--- src/rtl/traffic_phase_controller.sv ---
// Two-road traffic phase controller that sequences main/side green, yellow and all-red
// phases while driving an external BCD count-down timer. Define PED_WALK_EN for pedestrian walk.
module traffic_phase_controller #(
  parameter int unsigned MAIN_TENS    = 3,
  parameter int unsigned SIDE_TENS    = 2,
  parameter int unsigned ALLRED_TICKS = 2
) (
  input  logic       myClock,
  input  logic       reset,
  input  logic       side_req,
  input  logic       cnt_not_zero,
  input  logic       cnt_not_five,
`ifdef PED_WALK_EN
  input  logic       ped_req,
  output logic       walk,
`endif
  output logic       cnt_load,
  output logic [1:0] cnt_tens,
  output logic [2:0] main_light,
  output logic [2:0] side_light,
  output logic [2:0] phase
);

  localparam int unsigned AR_W    = 3;
  localparam int unsigned TENS_W  = 2;
  localparam int unsigned LIGHT_W = 3;
  localparam int unsigned STATE_W = 3;

  localparam logic [LIGHT_W-1:0] L_RED = 3'b100;
  localparam logic [LIGHT_W-1:0] L_YEL = 3'b010;
  localparam logic [LIGHT_W-1:0] L_GRN = 3'b001;

  typedef enum logic [STATE_W-1:0] {
    RED_M  = 3'd0,
    MAIN_G = 3'd1,
    MAIN_Y = 3'd2,
    RED_S  = 3'd3,
    SIDE_G = 3'd4,
    SIDE_Y = 3'd5
  } state_e;

  state_e               state_q, state_d;
  logic [AR_W-1:0]      ar_q, ar_d;
  logic                 side_q, side_d;
  logic                 load_q, load_d;
  logic                 hold_q;
  logic [TENS_W-1:0]    tens_q, tens_d;
  logic [LIGHT_W-1:0]   main_q, main_d;
  logic [LIGHT_W-1:0]   sidel_q, sidel_d;

  logic status_ok;
  logic five_seen;
  logic zero_seen;
  logic ar_done;
  logic enter_side_g;
  logic serve_side;

  // Timer status is stale during the load cycle and the cycle after it.
  assign status_ok    = !load_q && !hold_q;
  // A zero without a preceding five is handled as if the five had been seen.
  assign five_seen    = !cnt_not_five || !cnt_not_zero;
  assign zero_seen    = !cnt_not_zero;
  assign ar_done      = (ar_q == AR_W'(ALLRED_TICKS - 1));
  assign enter_side_g = (state_q == RED_S) && ar_done;

`ifdef PED_WALK_EN
  logic ped_q, ped_d;
  logic walk_q, walk_d;
  logic leave_side_g;

  assign serve_side   = side_q || ped_q;
  assign leave_side_g = (state_q == SIDE_G) && (state_d == SIDE_Y);

  // Pedestrian latch and walk indication, tied to side-green entry/exit.
  always_comb begin
    ped_d  = ped_q || (ped_req && (state_q != SIDE_G));
    walk_d = walk_q;
    if (enter_side_g) begin
      walk_d = ped_q;
      ped_d  = 1'b0;
    end
    if (leave_side_g) begin
      walk_d = 1'b0;
    end
  end

  always_ff @(posedge myClock or posedge reset) begin
    if (reset) begin
      ped_q  <= 1'b0;
      walk_q <= 1'b0;
    end else begin
      ped_q  <= ped_d;
      walk_q <= walk_d;
    end
  end

  assign walk = walk_q;
`else
  assign serve_side = side_q;
`endif

  // Next-state, timer load and side latch.
  always_comb begin
    state_d = state_q;
    load_d  = 1'b0;
    tens_d  = tens_q;
    side_d  = side_q || (side_req && (state_q != SIDE_G));

    case (state_q)
      RED_M: begin
        if (ar_done) begin
          state_d = MAIN_G;
          load_d  = 1'b1;
          tens_d  = TENS_W'(MAIN_TENS);
        end
      end
      MAIN_G: begin
        if (status_ok && five_seen) begin
          if (serve_side) begin
            state_d = MAIN_Y;
          end else begin
            load_d = 1'b1;
            tens_d = TENS_W'(1);
          end
        end
      end
      MAIN_Y: begin
        if (status_ok && zero_seen) begin
          state_d = RED_S;
        end
      end
      RED_S: begin
        if (ar_done) begin
          state_d = SIDE_G;
          load_d  = 1'b1;
          tens_d  = TENS_W'(SIDE_TENS);
        end
      end
      SIDE_G: begin
        if (status_ok && five_seen) begin
          state_d = SIDE_Y;
        end
      end
      SIDE_Y: begin
        if (status_ok && zero_seen) begin
          state_d = RED_M;
        end
      end
      default: begin
        state_d = RED_M;
      end
    endcase

    // Clearing on side-green entry overrides a request in the same cycle.
    if (enter_side_g) begin
      side_d = 1'b0;
    end
  end

  // All-red counter restarts on every phase change and only runs in all-red phases.
  always_comb begin
    ar_d = '0;
    if ((state_d == state_q) && ((state_q == RED_M) || (state_q == RED_S))) begin
      ar_d = ar_q + AR_W'(1);
    end
  end

  // Light pattern follows the next state so the lights register with the phase.
  always_comb begin
    main_d  = L_RED;
    sidel_d = L_RED;
    case (state_d)
      MAIN_G:  main_d  = L_GRN;
      MAIN_Y:  main_d  = L_YEL;
      SIDE_G:  sidel_d = L_GRN;
      SIDE_Y:  sidel_d = L_YEL;
      default: begin
        main_d  = L_RED;
        sidel_d = L_RED;
      end
    endcase
  end

  always_ff @(posedge myClock or posedge reset) begin
    if (reset) begin
      state_q <= RED_M;
      ar_q    <= '0;
      side_q  <= 1'b0;
      load_q  <= 1'b0;
      hold_q  <= 1'b0;
      tens_q  <= '0;
      main_q  <= L_RED;
      sidel_q <= L_RED;
    end else begin
      state_q <= state_d;
      ar_q    <= ar_d;
      side_q  <= side_d;
      load_q  <= load_d;
      hold_q  <= load_q;
      tens_q  <= tens_d;
      main_q  <= main_d;
      sidel_q <= sidel_d;
    end
  end

  assign cnt_load   = load_q;
  assign cnt_tens   = tens_q;
  assign main_light = main_q;
  assign side_light = sidel_q;
  assign phase      = STATE_W'(state_q);

endmodule

--- config.mk ---
export PLATFORM = sky130hd
export DESIGN_NAME = traffic_phase_controller
export DESIGN_NICKNAME = d
export VERILOG_FILES = /design/src/rtl/traffic_phase_controller.sv
export SDC_FILE = /design/constraint.sdc
export NUM_CORES = 1
export LEC_CHECK = 0
export BUFFER_PORTS_ARGS = -buffer_cell sky130_fd_sc_hd__buf_2
export CAP_MARGIN = 20
export CORE_MARGIN = 2
export CORE_UTILIZATION = 45
export CTS_CLUSTER_DIAMETER = 60
export CTS_CLUSTER_SIZE = 30
export DETAILED_ROUTE_END_ITERATION = 10
export PLACE_DENSITY = 0.73
export SKIP_LAST_GASP = 1
export SYNTH_ARGS = -nofsm -noshare
export SYNTH_HDL_FRONTEND = slang
export SYNTH_SLANG_ARGS = --single-unit
--- constraint.sdc ---
create_clock -name myClock -period 1.7 [get_ports myClock]
set_clock_uncertainty 0.15 [all_clocks]
set_input_delay 0.085 -clock myClock [delete_from_list [all_inputs] [get_ports myClock]]
set_output_delay 0.085 -clock myClock [all_outputs]
set_load 0.1 [all_outputs]
==> summary.txt <==
Synthesis
  – Post-synth top cells: 15 x dfrtp_1, 9 x nor2_1, 4 x a21oi_1, 4 x inv_1, 4 x nor3_1
  – Largest area contributor in the netlist: dfrtp_1
  – Top FF cell, synth: dfrtp_1
  – Post-synth EDFFs: 0
  – Yosys warnings: 0
  – Area share of the largest cell type after synthesis: 0.497
  – Yosys cell types: 28
  – Ys async rst share: 1.00
  – Dominant cells by area after synthesis: dfrtp_1 50%, dfstp_2 7.0%, nor2_1 4.5%
  – Flops & latches, synth: 17
  – Most frequent cell after synthesis: dfrtp_1
  – Average footprint of a synthesized cell: 11.1 um2
  – Syn Inst Count: 68
  – Synthesized area: 756 um2
  – Synth Net Count: 75
  – Register area share after synthesis: 0.566

Worst setup path
  – Worst path buffer plus inverter count: 0
  – Critical Path AT: 1.80 ns
  – Stages on worst setup path: 4
  – Worst path top cell family by delay: simple AND/OR/NAND/NOR gates
  – Crit-path max FO: 4
  – Worst EP required: 1.77 ns
  – Reg-to-Reg Start: cnt_load$_DFF_PP0_
  – Nature of the critical path endpoint: flip-flop
  – Worst setup path startpoint: cnt_load$_DFF_PP0_
  – Critical path's slowest cell: or4b_4
  – Startpoint types: flip-flop
  – R2r worst-path depth: 4
  – Crit Path Category: flip-flop to flip-flop
  – Crit-path cells: or4b_4, o211a_4, a211o_1, nor2_1
  – CP max stage delay: 0.51 ns

STA
  – Unrepaired setup endpoints after global routing: yes
  – Hold slack: 0.0200 ns
  – Setup TNS: -0.0278 ns
  – Slew @ Worst Pin: 0.615 ns
  – Fin. Hold Viols: 0
  – Fin crit share: 1.02
  – Worst slew margin: 0.590
  – Period minus WS final: 1.73 ns
  – FMAX: 579 MHz
  – Final slew viol count: 0
  – Post-route setup slack: -0.0278 ns
  – Final setup viols: 1

Die
  – Die Ht: 45.0 um
  – Die ar.: 2020 um2
  – Horiz. Die Dim: 45.0 um
  – Io pins: 17
  – Number of core rows: 14
  – Initial cell density of the core: 0.490
  – Core area: 1540 um2

Clocking
  – Clock tree buffer depth: 2
  – Num CTS Buffers: 3
  – Clk sink count: 17
  – CTS root buffer: clkbuf_4
  – Worst-Skew Late Latency: 0.29 ns
  – Clock transition at path regs: 0.10 ns
  – H-tree depth: 1
  – CTS tree: done

Worst hold path
  – Hold Path Depth: 3
  – Worst Hold Class: input pin to flip-flop
  – Hold Path Origin: cnt_not_zero

Cells and area
  – Fillers: 145
  – Syn-to-layout area delta: 28.6%
  – Final instance area: 972 um2
  – Final #Nets: 103
  – Proportion of layout cells with a drive suffix above 1: 0.411
  – Final core occ: 0.631
  – ANT cells: 0

Job
  – Max cap viols: 0

Placement
  – GPL Wtd Cong: 0.811
  – Port buffer count: 16
  – Placed instance area: 912 um2

GRT
  – Global route overflow: 0
  – Largest net degree at the start of global routing: 18
  – Vias in the first global route: 534
  – Initial antenna violation count: 0
  – Total track usage: 0.162
  – First-pass GRT wire length: 2.33 mm

Routing
  – Initial DRC count: 9
  – Antenna-violating nets left: 0
  – Routed length per instance: 13.2 um
  – DRC violations left: 0
  – Via density: 5.41
  – Vias: 600
  – Final wirelength: 1.47 mm
  – Router iterations before antenna repair: 4

Outcome
  – Failing checks: negative setup slack
  – Status: finished with violations
[worst min-delay path, cell delays in order]
cell	delay [ns]
buf_2	0.12
or4b_4	0.15
a21oi_1	0.09
[layout by cell type (no fill, tap or decap), types with 3 or more instances in the layout]
cell	synthesis	routed
a21oi_1	4	4
nor3_1	4	4
inv_1	4	4
clkbuf_4	0	3
dfrtp_4	0	4
buf_4	1	7
dfrtp_1	15	11
nand2b_1	3	3
buf_2	0	16
nor2_1	9	9
[stage by stage]
stage                     cells  setup slack (ns)
after detailed placement    104           -0.0185
after CTS                   111           -0.0230
final                       111           -0.0278
after floorplan              68            -0.119
after global placement      104          -0.00756
after global routing        111           -0.0748
[flip-flops by register name, summed over array words and instances, names as in the netlist]
register and count:
side_light 3, phase 3, main_light 3, cnt_load 1, serve_side 1, cnt_tens 2
hold_q 1, ar_q 3
[cell type report]
type / instances / area [um2] / area share
repair buffers: 25 / 153 / 0.157
inverters: 4 / 15.0 / 0.0154
flip-flops and latches: 17 / 443 / 0.456
well taps: 16 / 20.0 / 0.0206
clock inverters: 1 / 5.00 / 0.00515
clock buffers: 3 / 22.5 / 0.0232
multi-input cells: 45 / 314 / 0.323
[cells by family (layout without fill, tap and decap cells)]
family,count (synthesis),after routing,share of synthesized area
adder cells (fa/ha/maj),2,2,0.0331
buffers and inverters,6,33,0.0348
AND/OR/NAND/NOR,24,24,0.169
multiplexers,1,1,0.0132
flip-flops,17,17,0.566
AO/OA/AOI/OAI,17,17,0.172
XOR/XNOR,1,1,0.0116
[path summary, 6_finish.rpt]
| check | to | slack, ns |
|---|---|---|
| worst min-delay path | side_light[2]$_DFF_PP1_ | 0.02 |
| min in group asynchronous | cnt_tens[0]$_DFFE_PP0P_ | 0.26 |
| max in group asynchronous | phase[1]$_DFF_PP0_ | 0.68 |
| worst max-delay path | side_light[0]$_DFF_PP0_ | -0.03 |
| worst min register to register | ar_q[0]$_DFF_PP0_ | 0.33 |
| worst max register to register | side_light[0]$_DFF_PP0_ | -0.03 |
[per-layer routing]
metal | track usage | up-vias | part of all wire
li1 | - | 298 | -
met1 | 0.234 | 284 | 0.48
met2 | 0.234 | 16 | 0.46
met3 | 0.0240 | 2 | 0.054
met4 | 0.0882 | 0 | 0.0095
met5 | 0 | - | 0
[what timing repair did]
action	in CTS	in global routing
pin swaps	0	0
hold buffers	2	0
hold endpoints to repair	16	0
buffers inserted	1	0
endpoints found under the setup margin	2	5
resized for setup	0	1
Power is left out: the tool's default activity adds up to more than one toggle a clock period on the data nets, which glitch-free logic cannot reach.
